### src/rtl/div_seq_param_if.sv
// Operand/result handshake bundle for div_seq_param.
// master drives operands and out_ready; slave is the divider.
interface div_seq_param_if #(
  parameter int unsigned N = 16
);
  logic         in_valid;
  logic         in_ready;
  logic [N-1:0] dividend;
  logic [N-1:0] divisor;
  logic         is_signed;
  logic         out_valid;
  logic         out_ready;
  logic [N-1:0] quotient;
  logic [N-1:0] remainder;
  logic         div_by_zero;
  logic         busy;

  modport master (
    output in_valid, dividend, divisor, is_signed, out_ready,
    input  in_ready, out_valid, quotient, remainder, div_by_zero, busy
  );

  modport slave (
    input  in_valid, dividend, divisor, is_signed, out_ready,
    output in_ready, out_valid, quotient, remainder, div_by_zero, busy
  );
endinterface

### src/rtl/div_seq_param.sv
// Sequential restoring divider, one quotient bit per cycle, valid/ready on both sides.
// Define DIV_SIGNED_EN to honour is_signed (two's-complement division); otherwise unsigned only.
module div_seq_param #(
  parameter int unsigned N = 16
) (
  input logic            clk,
  input logic            rst,
  div_seq_param_if.slave bus
);
  localparam int unsigned CntW = $clog2(N + 1);

  typedef enum logic [1:0] {StIdle, StCalc, StFix, StDone} state_e;

  state_e          state_q, state_d;
  logic [CntW-1:0] cnt_q, cnt_d;
  logic [N-1:0]    rem_q, rem_d, quo_q, quo_d, dvs_q, dvs_d;
  logic [N-1:0]    quotient_q, quotient_d, remainder_q, remainder_d;
  logic            dbz_q, dbz_d;
  logic [N-1:0]    dvd_mag, dvs_mag, fix_quo, fix_rem;
  logic [N:0]      trial;

`ifdef DIV_SIGNED_EN
  logic dvd_neg, dvs_neg;
  logic neg_quo_q, neg_rem_q;

  assign dvd_neg = bus.is_signed & bus.dividend[N-1];
  assign dvs_neg = bus.is_signed & bus.divisor[N-1];
  // |-2^(N-1)| still fits in N unsigned bits
  assign dvd_mag = dvd_neg ? -bus.dividend : bus.dividend;
  assign dvs_mag = dvs_neg ? -bus.divisor : bus.divisor;
  assign fix_quo = neg_quo_q ? -quo_q : quo_q;
  assign fix_rem = neg_rem_q ? -rem_q : rem_q;

  always_ff @(posedge clk or posedge rst) begin
    if (rst) begin
      neg_quo_q <= 1'b0;
      neg_rem_q <= 1'b0;
    end else if (state_q == StIdle && bus.in_valid) begin
      neg_quo_q <= dvd_neg ^ dvs_neg;
      neg_rem_q <= dvd_neg;
    end
  end
`else
  logic unused_is_signed;

  assign unused_is_signed = bus.is_signed;
  assign dvd_mag = bus.dividend;
  assign dvs_mag = bus.divisor;
  assign fix_quo = quo_q;
  assign fix_rem = rem_q;
`endif

  // Trial subtraction of the shifted partial remainder; trial[N] is the borrow.
  assign trial = {rem_q, quo_q[N-1]} - {1'b0, dvs_q};

  always_comb begin
    state_d     = state_q;
    cnt_d       = cnt_q;
    rem_d       = rem_q;
    quo_d       = quo_q;
    dvs_d       = dvs_q;
    quotient_d  = quotient_q;
    remainder_d = remainder_q;
    dbz_d       = dbz_q;
    unique case (state_q)
      StIdle: begin
        if (bus.in_valid) begin
          if (bus.divisor == '0) begin
            quotient_d  = '1;
            remainder_d = bus.dividend;
            dbz_d       = 1'b1;
            state_d     = StDone;
          end else begin
            rem_d   = '0;
            quo_d   = dvd_mag;
            dvs_d   = dvs_mag;
            cnt_d   = CntW'(N);
            state_d = StCalc;
          end
        end
      end
      StCalc: begin
        rem_d = trial[N] ? {rem_q[N-2:0], quo_q[N-1]} : trial[N-1:0];
        quo_d = {quo_q[N-2:0], ~trial[N]};
        cnt_d = cnt_q - CntW'(1);
        if (cnt_q == CntW'(1)) state_d = StFix;
      end
      StFix: begin
        quotient_d  = fix_quo;
        remainder_d = fix_rem;
        dbz_d       = 1'b0;
        state_d     = StDone;
      end
      StDone: begin
        if (bus.out_ready) state_d = StIdle;
      end
      default: state_d = StIdle;
    endcase
  end

  always_ff @(posedge clk or posedge rst) begin
    if (rst) begin
      state_q     <= StIdle;
      cnt_q       <= '0;
      rem_q       <= '0;
      quo_q       <= '0;
      dvs_q       <= '0;
      quotient_q  <= '0;
      remainder_q <= '0;
      dbz_q       <= 1'b0;
    end else begin
      state_q     <= state_d;
      cnt_q       <= cnt_d;
      rem_q       <= rem_d;
      quo_q       <= quo_d;
      dvs_q       <= dvs_d;
      quotient_q  <= quotient_d;
      remainder_q <= remainder_d;
      dbz_q       <= dbz_d;
    end
  end

  assign bus.in_ready    = (state_q == StIdle);
  assign bus.busy        = (state_q != StIdle);
  assign bus.out_valid   = (state_q == StDone);
  assign bus.quotient    = quotient_q;
  assign bus.remainder   = remainder_q;
  assign bus.div_by_zero = dbz_q;
endmodule

### src/flat_wrapper.sv
// flat-port wrapper written by rule: the top's interface ports become plain ports
module div_seq_param_flat 
#(
  parameter int unsigned N = 16
)
  (clk, rst, bus_in_valid, bus_dividend, bus_divisor, bus_is_signed, bus_out_ready, bus_in_ready, bus_out_valid, bus_quotient, bus_remainder, bus_div_by_zero, bus_busy);
  div_seq_param_if #(.N(N)) bus_i ();
  input logic clk;
  input logic rst;
  input wire logic [$bits(bus_i.in_valid)-1:0] bus_in_valid;
  input wire logic [$bits(bus_i.dividend)-1:0] bus_dividend;
  input wire logic [$bits(bus_i.divisor)-1:0] bus_divisor;
  input wire logic [$bits(bus_i.is_signed)-1:0] bus_is_signed;
  input wire logic [$bits(bus_i.out_ready)-1:0] bus_out_ready;
  output wire logic [$bits(bus_i.in_ready)-1:0] bus_in_ready;
  output wire logic [$bits(bus_i.out_valid)-1:0] bus_out_valid;
  output wire logic [$bits(bus_i.quotient)-1:0] bus_quotient;
  output wire logic [$bits(bus_i.remainder)-1:0] bus_remainder;
  output wire logic [$bits(bus_i.div_by_zero)-1:0] bus_div_by_zero;
  output wire logic [$bits(bus_i.busy)-1:0] bus_busy;
  assign bus_i.in_valid = bus_in_valid;
  assign bus_i.dividend = bus_dividend;
  assign bus_i.divisor = bus_divisor;
  assign bus_i.is_signed = bus_is_signed;
  assign bus_i.out_ready = bus_out_ready;
  assign bus_in_ready = bus_i.in_ready;
  assign bus_out_valid = bus_i.out_valid;
  assign bus_quotient = bus_i.quotient;
  assign bus_remainder = bus_i.remainder;
  assign bus_div_by_zero = bus_i.div_by_zero;
  assign bus_busy = bus_i.busy;
  div_seq_param #(.N(N)) u_core (.clk(clk), .rst(rst), .bus(bus_i));
endmodule
### config.mk
export PLATFORM = sky130hd
export DESIGN_NAME = div_seq_param_flat
export DESIGN_NICKNAME = d
export VERILOG_FILES = /design/src/rtl/div_seq_param_if.sv /design/src/rtl/div_seq_param.sv /design/src/flat_wrapper.sv
export SDC_FILE = /design/constraint.sdc
export NUM_CORES = 1
export LEC_CHECK = 0
export CORE_ASPECT_RATIO = 1.4
export CORE_MARGIN = 1
export CORE_UTILIZATION = 30
export DETAILED_ROUTE_END_ITERATION = 16
export HOLD_SLACK_MARGIN = 0.08
export PLACE_DENSITY = 0.49
export SLEW_MARGIN = 20
export SYNTH_ARGS = -nofsm -noshare
export SYNTH_HDL_FRONTEND = slang
export SYNTH_SLANG_ARGS = --single-unit
export TNS_END_PERCENT = 10
### constraint.sdc
create_clock -name clk -period 3.22 [get_ports clk]
set_input_delay 0.966 -clock clk [delete_from_list [all_inputs] [get_ports clk]]
set_output_delay 0.966 -clock clk [all_outputs]
set_load 0.05 [all_outputs]
==> flow_summary.toml <==
[outcome]
outcome = "complete, no violations"

[power]
p_per_area_mw_per_mm2 = 1210
clock_power_share_pct = 14.4
vdd_drop_max_uv = 406
p_switching_w = 0.00339
intPower_w = 0.00397
leakage_nw = 2.57
p_seq_share_pct = 26.2
swShare_pct = 46.1
p_comb_share_pct = 59.4
total_power_w = 0.00736

[logic_synthesis]
syn_area_mm2 = 0.00480
synth_warnings = 0
synth_edf_count = 0
ys_seq_area_share_pct = 45.9
syn-num-nets = 564
synth.avg_cell_area_um2 = 9.53
netlist_instances = 504
async_flop_share_pct = 100
ys_types = 52
ys_ff_latch = 88
ys.flop_type = "dfrtp_1"

[cells_and_area]
area_growth_pct = 26.5
final_common_cell = "dfrtp_1"
fin_nets = 628
n_antenna_cell = 0
drive_gt1_share_pct = 7.33
stdcell_area_mm2 = 0.00607
layout_common_cells = "dfrtp_1 (88), clkdlybuf4s50_1 (71), nand2_1 (59)"
seqCellArea_mm2 = 0.00220
fill_cells = 1579
multi_input_area_mm2 = 0.00233

[clocking]
cts_resized = 0
cts_setup_buffers = 0
cts_hold_buf = 0
clkLatencyLatePin_ns = 0.34
cts_buffers = 9
clock-sinks = 88
tritoncts = "built"
clk_pin_slew_ns = 0.06
htree_levels = 3
clock-root-buffer = "clkbuf_16"
clockBufferDepth = 2

[timing]
slew_headroom_pct = 66.6
setup_tns_ns = 0
maxClockFrequency_mhz = 328
setup_viol = 0
rsz0062_at_grt = "no"
clock_skew_ns = 0.00744
tightest_slew_ns = 0.499
timing.hold.ws_ns = 0.502
fin_crit_sh_pct = 94.7
finalMaxSlewViolations = 0
min_period_ns = 3.05
hold_viol_final = 0

[floorplan]
fp.dieArea_mm2 = 0.0165
die_x_um = 109
initial_core_util_pct = 30.8
rows = 54
ios = 73
die_h_um = 152
core_area_mm2 = 0.0156

[place]
port_buffers = 71
gp_congestion = 0.941
dp_hpwl_um = 7690
dpl_cell_area_mm2 = 0.00577

[global_routing]
antenna_found_initial = 0
grt_pass1_vias = 3588
gr-total-overflow = 0
grt_util_all_layers_pct = 14.0
grt_pass1_wl_um = 17900
grt_max_degree = 89

[flow_run]
maxCapViolations = 0

[critical_path]
worstPathMaxFanout = 6
crit_chain = "inv_1, ha_1, inv_1, clkdlybuf4s50_1"
critPathRequiredTime_ns = 2.25
cp.arrival_ns = 2.08
critPathMaxStageDelay_ns = 0.84
endpoint_kind = "output port"
crit_slowest_cell = "clkdlybuf4s50_1"
crit_top_cell = "inv_1"
worstSetupPathType = "reg2out"
cp-start-kind = "flip-flop"

[route]
routed_wl_um = 10500
drtAntennaViolNets = 0
drt_pass1_iterations = 4
vias_per_cell = 4.75
drc = 0
vias = 3650
wl_per_cell_um = 13.7
drtIter0Drc = 105

[min_path]
hp-class = "reg2reg"
[power groups by stage]
| stage | Combinational, W | Sequential [W] | Clock (W) |
|---|---|---|---|
| detailed placement | 0.00440 | 0.00196 | 0 |
| finish | 0.00437 | 0.00192 | 0.00106 |
| floorplan | 0.00281 | 0.00250 | 0 |
| CTS | 0.00442 | 0.00194 | 0.00110 |
| global placement | 0.00434 | 0.00194 | 0 |
| global route | 0.00483 | 0.00200 | 0.00115 |
[critical path: cells and delay by family (launching register included)]
family                     cells  cell delay [ns]
buffers and inverters          3             1.10
DFF                            1             0.38
adders and majority gates      1             0.27
[per-stage QoR]
stage,util [%],setup WS [ns],cells
finish,38.9,0.171,769
global route,38.9,0.0955,769
CTS,38.9,0.152,769
detailed placement,37.0,0.00792,753
global placement,37.0,0.0278,753
floorplan,-,0.700,504
[metal layers]
metal  GRT usage (%)  up-vias  wire (um)
li1                -     1875          -
met4            6.15        0        247
met3            2.40       17        384
met1            18.3     1681       4960
met5               0        -          0
met2            22.5       77       4950
[logic make-up after synthesis]
group / Yosys count / share of synthesized area [%]
DFF: 88 / 45.9
AOI/OAI and AO/OA: 133 / 17.4
buffers and inverters: 68 / 6.10
adders and majority gates: 23 / 6.15
xor gates and xnor gates: 14 / 2.55
muxes: 48 / 10.0
and+or+nand+nor: 130 / 11.9
[final cells by class]
class                           count  area share (%)
Timing Repair Buffer               81            13.8
Tap cell                          196            4.04
Clock inverter                      4           0.866
Clock buffer                       12            4.06
Sequential cell                    88            36.3
Inverter                           40            2.54
Multi-Input combinational cell    348            38.5
[path summary, 6_finish.rpt]
kind,start,end,slack [ns],cells past startpoint
worst min-delay path,u_core.fix_quo[15]$_DFFE_PP0P_,u_core.fix_quo[15]$_DFFE_PP0P_,0.50,2
worst min register to register,u_core.fix_quo[15]$_DFFE_PP0P_,u_core.fix_quo[15]$_DFFE_PP0P_,0.50,2
worst max-delay path,u_core.state_q[0]$_DFFE_PP0P_,bus_busy,0.17,4
min in group asynchronous,rst,u_core.bus.quotient[12]$_DFFE_PP0P_,1.08,3
max in group asynchronous,rst,u_core.fix_rem[4]$_DFFE_PP0P_,1.76,3
worst max register to register,u_core.fix_quo[15]$_DFFE_PP0P_,u_core.fix_rem[0]$_DFFE_PP0P_,0.36,11
[state kept, by name, summed over array words and instances, names as in the netlist]
register / count
u_core.bus.div_by_zero: 1
u_core.bus.quotient: 16
u_core.bus.remainder: 16
u_core.cnt_q: 5
u_core.dvs_q: 16
u_core.fix_quo: 16
u_core.fix_rem: 16
u_core.state_q: 2
[cells in the mapped netlist (2+ instances only)]
cell,instances,area share [%]
o21ai_0,42,4.4
nor2_1,43,3.4
xnor2_1,7,1.3
mux2i_1,47,9.8
and3_2,2,0.31
buf_1,4,0.31
nand2b_1,5,0.65
a21o_1,3,0.47
inv_1,40,3.1
nand2_1,59,4.6
buf_2,8,0.83
xor2_1,7,1.3
nand4_1,4,0.52
ha_1,22,5.7
nand3_1,3,0.31
o21ai_1,13,1.4
o211ai_1,3,0.47
o21a_1,2,0.31
nor4_1,5,0.65
clkbuf_1,13,1.0
a31oi_1,19,2.5
o31ai_1,2,0.31
a21oi_2,2,0.36
nor2b_1,4,0.52
dfrtp_1,88,46
a21oi_1,31,3.2
(Power assumes the default switching activity.)
